`src/rtl/uart_hamming_pkg.sv`:
```
// Shared widths and sequencer state encoding for the UART / Hamming(7,4) receive path.
package uart_hamming_pkg;
  localparam int CODE_W = 7;
  localparam int NIB_W  = 4;
  localparam int SYN_W  = 3;

  localparam logic [1:0] ST_IDLE  = 2'd0;
  localparam logic [1:0] ST_ISSUE = 2'd1;
  localparam logic [1:0] ST_WAIT  = 2'd2;
  localparam logic [1:0] ST_EMIT  = 2'd3;

  typedef enum logic [1:0] {
    S_IDLE  = ST_IDLE,
    S_ISSUE = ST_ISSUE,
    S_WAIT  = ST_WAIT,
    S_EMIT  = ST_EMIT
  } seq_state_e;
endpackage

```
`src/rtl/sat_counter.sv`:
```
// Saturating up-counter with clear; an increment coinciding with a clear lands on 1.
module sat_counter #(
  parameter int CNT_W = 8
) (
  input  logic             clk,
  input  logic             rst,
  input  logic             inc_i,
  input  logic             clr_i,
  output logic [CNT_W-1:0] cnt_o
);
  logic [CNT_W-1:0] cnt_q, cnt_d;

  always_comb begin
    cnt_d = cnt_q;
    if (inc_i) begin
      if (clr_i)             cnt_d = CNT_W'(1);
      else if (cnt_q != '1) cnt_d = cnt_q + 1'b1;
    end else if (clr_i) begin
      cnt_d = '0;
    end
  end

  always_ff @(posedge clk or posedge rst) begin
    if (rst) cnt_q <= '0;
    else     cnt_q <= cnt_d;
  end

  assign cnt_o = cnt_q;
endmodule

```
`src/rtl/uart_hamming_sequencer.sv`:
```
// Sequences UART codewords through the Hamming decoder one at a time and pairs
// the decoded nibbles into bytes on a valid/ready port, with sticky status.
module uart_hamming_sequencer
  import uart_hamming_pkg::*;
#(
  parameter int DEC_TIMEOUT = 8,
  parameter int CNT_W       = 8,
  parameter int MSN_FIRST   = 1
) (
  input  logic              clk,
  input  logic              rst,
  input  logic              rx_valid,
  input  logic [CODE_W-1:0] rx_code,
  output logic              dec_ena,
  output logic [CODE_W-1:0] dec_code,
  input  logic              dec_valid,
  input  logic [NIB_W-1:0]  dec_data,
  input  logic [SYN_W-1:0]  dec_syndrome,
  output logic [7:0]        byte_data,
  output logic              byte_valid,
  input  logic              byte_ready,
  input  logic              clr_status,
  output logic [CNT_W-1:0]  err_count,
  output logic              overrun,
  output logic              timeout,
  output logic [1:0]        state_out
);
  localparam int TW = (DEC_TIMEOUT > 2) ? $clog2(DEC_TIMEOUT) : 1;
  localparam logic [TW-1:0] T_LAST = TW'(DEC_TIMEOUT - 1);

  seq_state_e        state_q, state_d;
  logic [CODE_W-1:0] code_q, code_d;
  logic [NIB_W-1:0]  nib_q, nib_d;
  logic [7:0]        byte_q, byte_d;
  logic [TW-1:0]     timer_q, timer_d;
  logic              phase_q, phase_d;
  logic              ovr_q, ovr_d, to_q, to_d;
  logic              err_inc, to_set, ovr_set;

  always_comb begin
    state_d = state_q;
    code_d  = code_q;
    nib_d   = nib_q;
    byte_d  = byte_q;
    timer_d = timer_q;
    phase_d = phase_q;
    err_inc = 1'b0;
    to_set  = 1'b0;
    case (state_q)
      S_IDLE: if (rx_valid) begin
        code_d  = rx_code;
        state_d = S_ISSUE;
      end
      S_ISSUE: begin
        timer_d = '0;
        state_d = S_WAIT;
      end
      S_WAIT: begin
        if (dec_valid) begin
          err_inc = |dec_syndrome;
          if (!phase_q) begin
            nib_d   = dec_data;
            phase_d = 1'b1;
            state_d = S_IDLE;
          end else begin
            byte_d  = (MSN_FIRST != 0) ? {nib_q, dec_data} : {dec_data, nib_q};
            phase_d = 1'b0;
            state_d = S_EMIT;
          end
        end else if (timer_q == T_LAST) begin
          // A half-assembled byte would pair with an unrelated nibble; drop it.
          to_set  = 1'b1;
          phase_d = 1'b0;
          state_d = S_IDLE;
        end else begin
          timer_d = timer_q + 1'b1;
        end
      end
      S_EMIT: if (byte_ready) state_d = S_IDLE;
      default: state_d = S_IDLE;
    endcase
  end

  // Sticky flags: a same-cycle set beats a clear.
  assign ovr_set = rx_valid && (state_q != S_IDLE);
  assign ovr_d   = ovr_set | (ovr_q & ~clr_status);
  assign to_d    = to_set  | (to_q  & ~clr_status);

  always_ff @(posedge clk or posedge rst) begin
    if (rst) begin
      state_q <= S_IDLE;
      code_q  <= '0;
      nib_q   <= '0;
      byte_q  <= '0;
      timer_q <= '0;
      phase_q <= 1'b0;
      ovr_q   <= 1'b0;
      to_q    <= 1'b0;
    end else begin
      state_q <= state_d;
      code_q  <= code_d;
      nib_q   <= nib_d;
      byte_q  <= byte_d;
      timer_q <= timer_d;
      phase_q <= phase_d;
      ovr_q   <= ovr_d;
      to_q    <= to_d;
    end
  end

  sat_counter #(.CNT_W(CNT_W)) u_err_cnt (
    .clk   (clk),
    .rst   (rst),
    .inc_i (err_inc),
    .clr_i (clr_status),
    .cnt_o (err_count)
  );

  assign dec_ena    = (state_q == S_ISSUE);
  assign dec_code   = code_q;
  assign byte_valid = (state_q == S_EMIT);
  assign byte_data  = byte_q;
  assign overrun    = ovr_q;
  assign timeout    = to_q;
  assign state_out  = state_q;
endmodule

```
`config.mk`:
```
export PLATFORM = sky130hd
export DESIGN_NAME = uart_hamming_sequencer
export DESIGN_NICKNAME = d
export VERILOG_FILES = /design/src/rtl/uart_hamming_pkg.sv /design/src/rtl/sat_counter.sv /design/src/rtl/uart_hamming_sequencer.sv
export SDC_FILE = /design/constraint.sdc
export NUM_CORES = 1
export LEC_CHECK = 0
export ABC_AREA = 0
export CAP_MARGIN = 40
export CORE_MARGIN = 2
export CORE_UTILIZATION = 51
export CTS_CLUSTER_SIZE = 16
export DETAILED_ROUTE_END_ITERATION = 10
export GPL_ROUTABILITY_DRIVEN = 1
export PLACE_DENSITY_LB_ADDON = 0.15
export SETUP_SLACK_MARGIN = 0.02
export SLEW_MARGIN = 10
export SYNTH_ARGS = -nofsm -noshare
export SYNTH_HDL_FRONTEND = slang
export SYNTH_SLANG_ARGS = --single-unit
```
`constraint.sdc`:
```
create_clock -name clk -period 4.5 [get_ports clk]
set_input_delay 1.125 -clock clk [delete_from_list [all_inputs] [get_ports clk]]
set_output_delay 1.125 -clock clk [all_outputs]
set_load 0.02 [all_outputs]
```
; After elaboration in Yosys (flattened, before gate mapping)
; Index checks and enable logic that the tools add are counted.
[word_totals]
in_bits = 20
wordCells = 63
out_inout_bits = 29
ramBits = 0
romBits = 0
latch_bits = 0
mem_count = 0
ff_bits = 35
[classes]
n_mux = 21
shift = 0
n_lt_le_gt_ge = 0
n_reduce_logical = 15
n_div = 0
add_sub_neg = 2
n_bitwise = 6
multipliers = 0
eq_ne = 10
[ops]
columns = op, n
row1 = 8-bit 2-to-1 mux, 4
row2 = 3-bit AND reduction, 4
row3 = 2-bit 2-to-1 mux, 5
row4 = 2-bit nonzero test, 5
row5 = 8-bit by 1-bit adder with 8-bit output (second input constant), 1
row6 = 1-bit 2-to-1 mux, 8
row7 = 8-bit != test (second input constant), 1
row8 = 2-bit one-hot mux with 4 select lines, 1
row9 = 3-bit 2-to-1 mux, 2
row10 = 2-bit != test (second input constant), 3
row11 = 3-bit one-hot mux with 2 select lines, 1
row12 = 2-bit AND reduction, 3
row13 = 2-bit == test (second input constant), 2
row14 = 3-bit by 1-bit adder with 3-bit output (second input constant), 1
row15 = 3-bit == test (second input constant), 1
row16 = 3-bit != test (second input constant), 1
row17 = 3-bit OR reduction, 1
row18 = 1-bit bitwise AND, 2
row19 = 2-bit by 1-bit == test with 1-bit output (second input constant), 1
row20 = 2-bit zero test, 1
row21 = 2-bit by 1-bit != test with 1-bit output (second input constant), 1
row22 = 1-bit inverter, 2
row23 = 1-bit bitwise OR, 2
row24 = 1-bit logical AND, 1

; Longest topological paths before layout
; Gate-level depths: netlist of run 1.
[depth]
word_depth = 5
ltp_mapped = 6
depth_no_buf = 5

; By module
; Synthesis of run 1 repeated with hierarchy kept, for this count alone.
[unflattened]
hier_cells = 140
hier_area_um2 = 1666.6
[by_module_without_submodules]
columns = module, seq_area_each_um2, n_inst, area_each_um2, cells_per_inst
row1 = uart_hamming_sequencer, 675.6, 1, 1196.1, 90
row2 = sat_counter, 200.2, 1, 470.5, 50

; Least setup slack after synthesis of run 1
; OpenSTA, ideal clock, no wires.
[synth_path]
path_type = input to register
start = in dec_valid
end = reg u_err_cnt.cnt_q[4], in the netlist u_err_cnt.cnt_o[4]
setup_ns = 0.125
required_ns = 4.375
path_buffers = 1
arrival_ns = 1.980
slack_ns = 2.395
cell_stages = 4
path_cell_list = buf_6 -> o311ai_4 -> nor4_1 -> mux2_2
[synth_between]
elab_chain_len = 4
word_cells_on_any_way = 5
cone_classes = mux: 3 / reduce/logical: 2
[synth_rtl]
columns = element, line
row1 = start: declaration, uart_hamming_sequencer.sv:16  ; input logic dec_valid,
row2 = 1-bit 2-to-1 mux *, uart_hamming_sequencer.sv:59  ; if (dec_valid) begin
row3 = 1-bit 2-to-1 mux *, uart_hamming_sequencer.sv:49  ; case (state_q)
row4 = 2-bit nonzero test (no source line), --
row5 = 2-bit AND reduction (no source line), --
row6 = end signal: assignment, sat_counter.sv:25  ; else cnt_q <= cnt_d;
row7 = end: declaration, sat_counter.sv:11  ; logic [CNT_W-1:0] cnt_q, cnt_d;
; Mark *: on every way between the ends. The rest lies on a longest branch, timed or not.
; A chain may end at the register's enable or synchronous reset.

; Final worst setup path of run 1
[layout_path]
start = reg state_q[1], in the netlist state_out[1]
end = out dec_ena
[layout_between]
elab_chain_len = 1
[layout_rtl]
columns = element, line
row1 = start: declaration, uart_hamming_sequencer.sv:31  ; seq_state_e state_q, state_d;
row2 = start signal: assignment, uart_hamming_sequencer.sv:100  ; state_q <= state_d;
row3 = 2-bit by 1-bit == test with 1-bit output, uart_hamming_sequencer.sv:119  ; assign dec_ena = (state_q == S_ISSUE);
row4 = end: declaration, uart_hamming_sequencer.sv:14  ; output logic dec_ena,
; No other way between the ends.

==> results.sh, run 1 <==
export IMPL_worst_clock_skew_ps=7.55
export IMPL_numPortBuffers=48
export IMPL_firstDrtPassIters=4
export IMPL_crit_type="reg -> out"
export IMPL_ys_flop_type="dfrtp_1"
export IMPL_overflow=0
export IMPL_h_tree_depth=2
export IMPL_synth_seq_area_share=0.504
export IMPL_syn_nets=166
export IMPL_wl_per_cell_um=14.7
export IMPL_regToRegSetupSlack_ps=2490
export IMPL_drive_gt1_frac=0.192
export IMPL_cts_tree="built"
export IMPL_ir_drop_uv=377
export IMPL_cts_root_buf="clkbuf_4"
export IMPL_die_w_um=62.4
export IMPL_vias=1294
export IMPL_core_area_sq_um=3310
export IMPL_drc=0
export IMPL_maxCapViolations=0
export IMPL_required_ps=3380
export IMPL_routed_via_density=5.41
export IMPL_finalHoldViolCount=0
export IMPL_num_rows=21
export IMPL_setup_ws_ps=1740
export IMPL_arrival_ps=1640
export IMPL_drt_antenna_violating_nets=0
export IMPL_place_area_sq_um=2260
export IMPL_dpl_hpwl_um=2540
export IMPL_critPathCaptureType="primary output"
export IMPL_crit_path_start_kind="flop"
export IMPL_fin_util=0.703
export IMPL_fin_cells=239
export IMPL_cts_resized=0
export IMPL_tns_ps=0
export IMPL_grt_usage=0.207
export IMPL_hold_buffers=0
export IMPL_clock_latency_ps=330
export IMPL_slowest_delay_ps=590
export IMPL_initial_core_util=0.525
export IMPL_place_gp_congestion=0.882
export IMPL_ys_types=40
export IMPL_max_freq_mhz=362
export IMPL_clkTransAtPathRegs_ps=100
export IMPL_dp_cells=231
export IMPL_cts_sinks=35
export IMPL_synth_edff_count=0
export IMPL_drtIter0Drc=58
export IMPL_finalMaxSlewViolations=0
export IMPL_finalCriticalPeriod_ps=2760
export IMPL_numCtsBuffers=5
export IMPL_ys_ff_latch=35
export IMPL_syn_cell_area_sq_um=1740
export IMPL_worst_path_max_fanout=6
export IMPL_p_per_area_nw_per_um2=564
export IMPL_io_pins=49
export IMPL_postCtsSetupRepairBufs=0
export IMPL_wl_um=3510
export IMPL_grt_pass1_wl_um=6330
export IMPL_async_reset_ff_frac=1.00
export IMPL_area_growth_pct=34.1
export IMPL_dieHeight_um=62.4
export IMPL_antenna_found_initial=0
export IMPL_outcome="complete, no violations"
export IMPL_hold_path_class="reg -> reg"
export IMPL_grt_setup_unrepaired="no"
export IMPL_syn_inst=139
export IMPL_clock_path_buffers=2
export IMPL_crit_chain="inv_1, ha_1, clkdlybuf4s50_1"
export IMPL_final_nets=219
export IMPL_fin_crit_sh=0.614
export IMPL_diodes=0
export IMPL_slew_headroom=0.606
export IMPL_tightest_slew_ps=589
export IMPL_crit_slowest_cell="clkdlybuf4s50_1"
export IMPL_dieArea_sq_um=3890
export IMPL_pre_cts_slack_ps=1610
export IMPL_synth_area_per_cell_sq_um=12.5
export IMPL_grt_max_degree=36
export IMPL_setup_viol=0
export IMPL_yosys_warnings=0
export IMPL_leakagePower_uw=0.000993
export IMPL_first_global_vias=1341
export IMPL_design_area_sq_um=2330
## worst max-delay path: cells and delay by family (launching register included)
family,cells,cell delay [ps]
buffers and inverters,2,710
adder cells (fa/ha/maj),1,140
flip-flops,1,460
## logic make-up (layout without fill, tap and decap cells)
| group | count (synthesis) | in the layout | share of synthesized area |
|---|---|---|---|
| fa+ha+maj | 7 | 7 | 0.0504 |
| flops | 35 | 35 | 0.504 |
| compound gates | 24 | 24 | 0.120 |
| mux | 28 | 28 | 0.178 |
| simple gates | 30 | 30 | 0.109 |
| buf+inv | 15 | 69 | 0.0389 |
## through the flow
| stage | total power (uW) | hold slack (ps) |
|---|---|---|
| 2_1_floorplan | 873 | 475 |
| 3_3_place_gp | 1110 | 480 |
| 3_5_place_dp | 1130 | 491 |
| 5_1_grt | 1400 | 530 |
| 6_report | 1310 | 511 |
| 4_1_cts | 1330 | 515 |
## where the power goes
part | total (uW) | switching [uW] | leakage (uW) | internal, uW
sequential | 501 | 72.3 | 0.000442 | 429
combinational | 619 | 295 | 0.000512 | 324
clock | 192 | 100 | 0.0000386 | 92.0
total | 1310 | 468 | 0.000993 | 844
## state kept, by name, indices dropped and copies added, names as in the netlist
| signal | cells |
|---|---|
| overrun | 1 |
| timeout | 1 |
| timer_q | 3 |
| byte_data | 8 |
| phase_q | 1 |
| u_err_cnt.cnt_o | 8 |
| nib_q | 4 |
| dec_code | 7 |
| state_out | 2 |
## worst paths after layout
| kind | start | to | cells after the start |
|---|---|---|---|
| hold / removal | byte_data[1] | byte_data[1] | 1 |
| setup / recovery | state_out[1] | dec_ena | 3 |
| max in group asynchronous | rst | u_err_cnt.cnt_o[6] | 3 |
| setup reg to reg | state_out[0] | u_err_cnt.cnt_o[4] | 5 |
| hold reg to reg | byte_data[1] | byte_data[1] | 1 |
| min in group asynchronous | rst | nib_q[3] | 3 |
## per-layer routing
layer	track usage	part of all wire
met3	0.0471	0.051
met2	0.356	0.51
met1	0.259	0.43
met4	0.0667	0.015
met5	0	0
## cells in the final DEF (no fill, tap or decap), types with 2 or more instances in the layout
cell             instances
a211oi_1                 2
a21boi_0                 2
a21oi_1                  3
a22oi_1                  2
a31oi_1                  2
and3_1                   2
clkbuf_4                 5
clkbuf_8                 2
clkdlybuf4s50_1         48
dfrtp_1                 35
ha_1                     7
inv_1                   12
mux2_2                  22
mux2i_1                  5
nand2_1                  4
nand2b_1                 4
nand3b_1                 2
nor2_1                   4
nor2b_1                  3
o21ai_0                  2
o22ai_1                  4
## area by class of cell
class	instances	area, sq um
Fill cell	269	982
Timing Repair Buffer	49	488
Clock buffer	8	68.8
Multi-Input combinational cell	89	793
Inverter	12	45.0
Sequential cell	35	876
Tap cell	46	57.6
## cell usage after synthesis (2+ instances only)
library cell / count / area share
a211oi_1: 2 / 0.0086
a21boi_0: 2 / 0.0086
a21oi_1: 3 / 0.0086
a22oi_1: 2 / 0.0086
a31oi_1: 2 / 0.0072
and3_1: 2 / 0.0072
dfrtp_1: 35 / 0.50
ha_1: 7 / 0.050
inv_1: 12 / 0.026
mux2_2: 22 / 0.14
mux2i_1: 5 / 0.029
nand2_1: 4 / 0.0086
nand2b_1: 4 / 0.014
nand3b_1: 2 / 0.0086
nor2_1: 4 / 0.0086
nor2b_1: 3 / 0.011
o21ai_0: 2 / 0.0058
o22ai_1: 4 / 0.014
Power figures use the tool's default switching activity.
==> run 2: changes to the inputs <==
--- a/config.mk
+++ b/config.mk
@@ -8,7 +8,7 @@
 export ABC_AREA = 0
 export CAP_MARGIN = 40
 export CORE_MARGIN = 2
-export CORE_UTILIZATION = 51
+export CORE_UTILIZATION = 43
 export CTS_CLUSTER_SIZE = 16
 export DETAILED_ROUTE_END_ITERATION = 10
 export GPL_ROUTABILITY_DRIVEN = 1
==> constraint.sdc (replaced) <==
create_clock -name clk -period 2.3 [get_ports clk]
set_input_delay 0.575 -clock clk [delete_from_list [all_inputs] [get_ports clk]]
set_output_delay 0.575 -clock clk [all_outputs]
set_load 0.02 [all_outputs]
==> run 2 against run 1 <==
  * Final area up 2.2%
  * Sequential share of layout area down 0.81 points
  * Critical path type unchanged
  * Power up 110%
  * Non-clock buffer count up 2
  * Sequential cell count unchanged
  * Largest power group unchanged
==> results.sh, run 2 (synthesis gave the netlist of run 1 again) <==
export IMPL_firstDrtPassIters=4
export IMPL_hold_path_class="reg -> reg"
export IMPL_maxCapViolations=0
export IMPL_final_nets=221
export IMPL_finalCriticalPeriod_ps=2170
export IMPL_rr_endpoint="u_err_cnt.cnt_o[4]"
export IMPL_cts_root_buf="clkbuf_8"
export IMPL_place_area_sq_um=2280
export IMPL_critPathCaptureType="primary output"
export IMPL_cts_resized=0
export IMPL_required_ps=1730
export IMPL_dpl_hpwl_um=2710
export IMPL_outcome="complete, no violations"
export IMPL_fin_cells=245
export IMPL_tns_ps=0
export IMPL_ir_drop_uv=582
export IMPL_regToRegSetupSlack_ps=470
export IMPL_grt_pass1_wl_um=5840
export IMPL_cts_sinks=35
export IMPL_hold_end="byte_data[5]"
export IMPL_fin_crit_sh=0.942
export IMPL_multi_input_area_sq_um=793
export IMPL_place_gp_congestion=0.859
export IMPL_pre_cts_slack_ps=69.1
export IMPL_dieArea_sq_um=4560
export IMPL_clock_path_buffers=2
export IMPL_cts_tree="built"
export IMPL_final_common_cell="clkdlybuf4s50_1"
export IMPL_vias=1296
export IMPL_drc=0
export IMPL_final_cell_mix="clkdlybuf4s50_1 (48), dfrtp_1 (35), mux2_2 (22)"
export IMPL_diodes=0
export IMPL_grt_setup_unrepaired="no"
export IMPL_overflow=0
export IMPL_setup_ws_ps=133
export IMPL_tightest_slew_ps=554
export IMPL_dieHeight_um=67.6
export IMPL_leakagePower_uw=0.00102
export IMPL_p_per_area_nw_per_um2=1140
export IMPL_crit_path_start_kind="flop"
export IMPL_drtIter0Drc=53
export IMPL_arrival_ps=1590
export IMPL_min_from="nib_q[1]"
export IMPL_io_pins=49
export IMPL_clkTransAtPathRegs_ps=70
export IMPL_die_w_um=67.6
export IMPL_fill_cells=307
export IMPL_setup_viol=0
export IMPL_grt_usage=0.172
export IMPL_worst_path_max_fanout=6
export IMPL_first_global_vias=1314
export IMPL_area_growth_pct=37.0
export IMPL_drt_antenna_violating_nets=0
export IMPL_p_total_uw=2700
export IMPL_drive_gt1_frac=0.200
export IMPL_finalHoldViolCount=0
export IMPL_numCtsBuffers=5
export IMPL_max_freq_mhz=462
export IMPL_h_tree_depth=2
export IMPL_reg2reg_from="state_out[0]"
export IMPL_rr_worst_depth=5
export IMPL_whs_path_depth=1
export IMPL_design_area_sq_um=2380
export IMPL_clock_latency_ps=280
export IMPL_initial_core_util=0.440
export IMPL_grt_max_degree=36
export IMPL_routed_via_density=5.29
export IMPL_hold_buffers=0
export IMPL_seq_area_sq_um=876
export IMPL_numPortBuffers=48
export IMPL_dp_cells=237
export IMPL_postCtsSetupRepairBufs=0
export IMPL_worst_clock_skew_ps=7.98
export IMPL_slew_headroom=0.630
export IMPL_wl_um=3670
export IMPL_core_area_sq_um=3940
export IMPL_crit_type="reg -> out"
export IMPL_finalMaxSlewViolations=0
export IMPL_antenna_found_initial=0
export IMPL_num_rows=23
export IMPL_wl_per_cell_um=15.0
==> run 2: cell types whose count changed in the layout (fill, tap and decap cells not counted) <==
cell	change
clkbuf_4	-5
buf_4	+2
clkbuf_8	+5
==> run 2: cell type report <==
cell class                 count  area share
tap                           50      0.0263
inverter                      12      0.0189
timing repair buffer          51       0.211
clock buffer                   8      0.0421
sequential                    35       0.368
multi-input combinational     89       0.333
==> run 2: routing by layer <==
| layer | vias to the layer above | wire, um | track usage |
|---|---|---|---|
| li1 | 615 | - | - |
| met1 | 650 | 1600 | 0.212 |
| met2 | 26 | 1890 | 0.286 |
| met3 | 5 | 125 | 0.0483 |
| met4 | 0 | 45 | 0.0689 |
| met5 | - | 0 | 0 |
==> run 2: worst max-delay path by stage <==
stage                             from                  to  slack (ps)  depth (start not counted)
after floorplan           state_out[0]  u_err_cnt.cnt_o[4]         530                          6
after global placement       dec_valid  u_err_cnt.cnt_o[4]         150                          4
after detailed placement     dec_valid  u_err_cnt.cnt_o[4]          70                          4
after CTS                 state_out[1]             dec_ena         130                          3
after global routing      state_out[1]             dec_ena          70                          3
final                     state_out[1]             dec_ena         130                          3
==> run 2: where the power goes <==
group | switching, uW | leakage, uW | total (uW) | internal, uW
logic | 585 | 0.000522 | 1230 | 644
clock network | 214 | 0.0000515 | 487 | 273
registers | 147 | 0.000442 | 988 | 841
total | 947 | 0.00102 | 2700 | 1760
==> run 2: stage by stage <==
stage,hold slack (ps),utilization
floorplan,475,-
global placement,484,0.578
detailed placement,490,0.578
CTS,507,0.604
global route,522,0.604
finish,503,0.604
==> run 2: worst max-delay path, cell delays in order (launching register included) <==
cell             delay, ps
dfrtp_1                450
inv_1                  120
ha_1                   150
clkdlybuf4s50_1        600
==> run 3: changes to the inputs <==
--- a/config.mk
+++ b/config.mk
@@ -8,7 +8,8 @@
 export ABC_AREA = 0
 export CAP_MARGIN = 40
 export CORE_MARGIN = 2
-export CORE_UTILIZATION = 43
+export CORE_UTILIZATION = 44
+export CTS_BUF_LIST = sky130_fd_sc_hd__clkbuf_8
 export CTS_CLUSTER_SIZE = 16
 export DETAILED_ROUTE_END_ITERATION = 10
 export GPL_ROUTABILITY_DRIVEN = 1
==> run 3 against run 2 <==
  * Final cell count fell by 1.6%
  * Highest routed layer unchanged
  * Sequential share of layout area grew 0.35 points
  * Largest cell class unchanged
  * Largest power group unchanged
  * Routed wire length is 4.3% lower
==> results.sh, run 3 (synthesis gave the netlist of run 1 again) <==
export IMPL_dieArea_sq_um=4470
export IMPL_slowest_delay_ps=590
export IMPL_slew_headroom=0.618
export IMPL_multi_input_area_sq_um=793
export IMPL_clock_latency_ps=280
export IMPL_dieHeight_um=66.8
export IMPL_io_pins=49
export IMPL_p_total_uw=2630
export IMPL_cts_root_buf="clkbuf_8"
export IMPL_worst_clock_skew_ps=5.20
export IMPL_place_gp_congestion=0.806
export IMPL_cp_depth=3
export IMPL_area_growth_pct=35.7
export IMPL_clock_path_buffers=2
export IMPL_cts_resized=0
export IMPL_drc=0
export IMPL_crit_slowest_cell="clkdlybuf4s50_1"
export IMPL_vias=1269
export IMPL_final_nets=220
export IMPL_diodes=0
export IMPL_clkTransAtPathRegs_ps=70
export IMPL_drt_antenna_violating_nets=0
export IMPL_h_tree_depth=2
export IMPL_numCtsBuffers=5
export IMPL_crit_type="reg -> out"
export IMPL_crit_chain="inv_1, ha_1, clkdlybuf4s50_1"
export IMPL_critPathCaptureType="primary output"
export IMPL_drive_gt1_frac=0.197
export IMPL_grt_setup_unrepaired="no"
export IMPL_leakagePower_uw=0.00101
export IMPL_reg2reg_from="state_out[0]"
export IMPL_routed_via_density=5.27
export IMPL_whs_path_depth=1
export IMPL_grt_usage=0.175
export IMPL_wl_um=3510
export IMPL_final_cell_mix="clkdlybuf4s50_1 (48), dfrtp_1 (35), mux2_2 (22)"
export IMPL_wl_per_cell_um=14.6
export IMPL_p_per_area_nw_per_um2=1110
export IMPL_max_freq_mhz=468
export IMPL_regToRegSetupSlack_ps=330
export IMPL_initial_core_util=0.467
export IMPL_grt_pass1_wl_um=5730
export IMPL_outcome="complete, no violations"
export IMPL_die_w_um=66.8
export IMPL_critical_path_buf_inv_count=2
export IMPL_arrival_ps=1560
export IMPL_first_global_vias=1225
export IMPL_fill_cells=318
export IMPL_core_area_sq_um=3720
export IMPL_cts_sinks=35
export IMPL_setup_viol=0
export IMPL_ir_drop_uv=682
export IMPL_final_common_cell="clkdlybuf4s50_1"
export IMPL_fin_crit_sh=0.929
export IMPL_tightest_slew_ps=571
export IMPL_cts_tree="built"
export IMPL_tns_ps=0
export IMPL_required_ps=1730
export IMPL_dpl_hpwl_um=2560
export IMPL_hold_buffers=0
export IMPL_postCtsSetupRepairBufs=0
export IMPL_finalMaxSlewViolations=0
export IMPL_drtIter0Drc=54
export IMPL_finalHoldViolCount=0
export IMPL_path_delay_family="buffers and inverters"
export IMPL_overflow=0
export IMPL_crit_end="dec_ena"
export IMPL_worst_path_max_fanout=6
export IMPL_antenna_found_initial=0
export IMPL_rr_endpoint="u_err_cnt.cnt_o[4]"
export IMPL_crit_path_start_kind="flop"
export IMPL_num_rows=22
export IMPL_maxCapViolations=0
export IMPL_numPortBuffers=48
export IMPL_critPathLaunch="state_out[1]"
export IMPL_seq_area_sq_um=876
export IMPL_hold_path_class="reg -> reg"
export IMPL_grt_max_degree=36
export IMPL_finalCriticalPeriod_ps=2140
export IMPL_rr_worst_depth=5
export IMPL_firstDrtPassIters=5
## run 3: changes by cell type in the layout (fill, tap and decap cells not counted), sizes merged
cell	change
clkbuf	-2
clkinv	+1
buf	-1
## run 3: how the worst min path moves through the flow
stage,to,from,slack (ps)
after global routing,byte_data[5],nib_q[1],520
final,dec_code[3],dec_code[3],510
after floorplan,byte_data[4],nib_q[0],470
after global placement,byte_data[5],nib_q[1],480
after CTS,byte_data[2],byte_data[2],510
after detailed placement,byte_data[2],byte_data[2],490
## run 3: metrics by stage
stage	setup slack [ps]	util	instances	cell area [sq um]	hold slack [ps]
finish	163	0.634	241	2360	506
CTS	151	0.634	241	2360	509
global placement	219	0.611	234	2270	481
floorplan	528	-	139	1740	475
global route	87.6	0.634	241	2360	523
detailed placement	192	0.611	234	2270	493
## run 3: power by group
group | internal, uW | leakage [uW] | switching, uW
Clock | 234 | 0.0000470 | 202
Sequential | 841 | 0.000442 | 144
Combinational | 634 | 0.000517 | 572
## run 3: metal layers
layer	track usage	wire length, um	vias up
met1	0.215	1490	614
met3	0.0507	194	5
met2	0.289	1780	36
met5	0	0	-
li1	-	-	614
met4	0.0714	40	0
## run 3: final cells by class
| class | count | area share |
|---|---|---|
| Clock buffer | 6 | 0.0350 |
| Tap cell | 48 | 0.0255 |
| Timing Repair Buffer | 50 | 0.210 |
| Inverter | 12 | 0.0191 |
| Sequential cell | 35 | 0.372 |
| Multi-Input combinational cell | 89 | 0.337 |
| Clock inverter | 1 | 0.00212 |
## run 3: worst register-to-register path: cells and delay by family, from the launching register on
kind / cells / cell delay [ps]
and+or+nand+nor: 1 / 340
DFF: 1 / 420
adders and majority gates: 1 / 380
AOI/OAI and AO/OA: 1 / 210
muxes: 1 / 370
buffers and inverters: 1 / 120
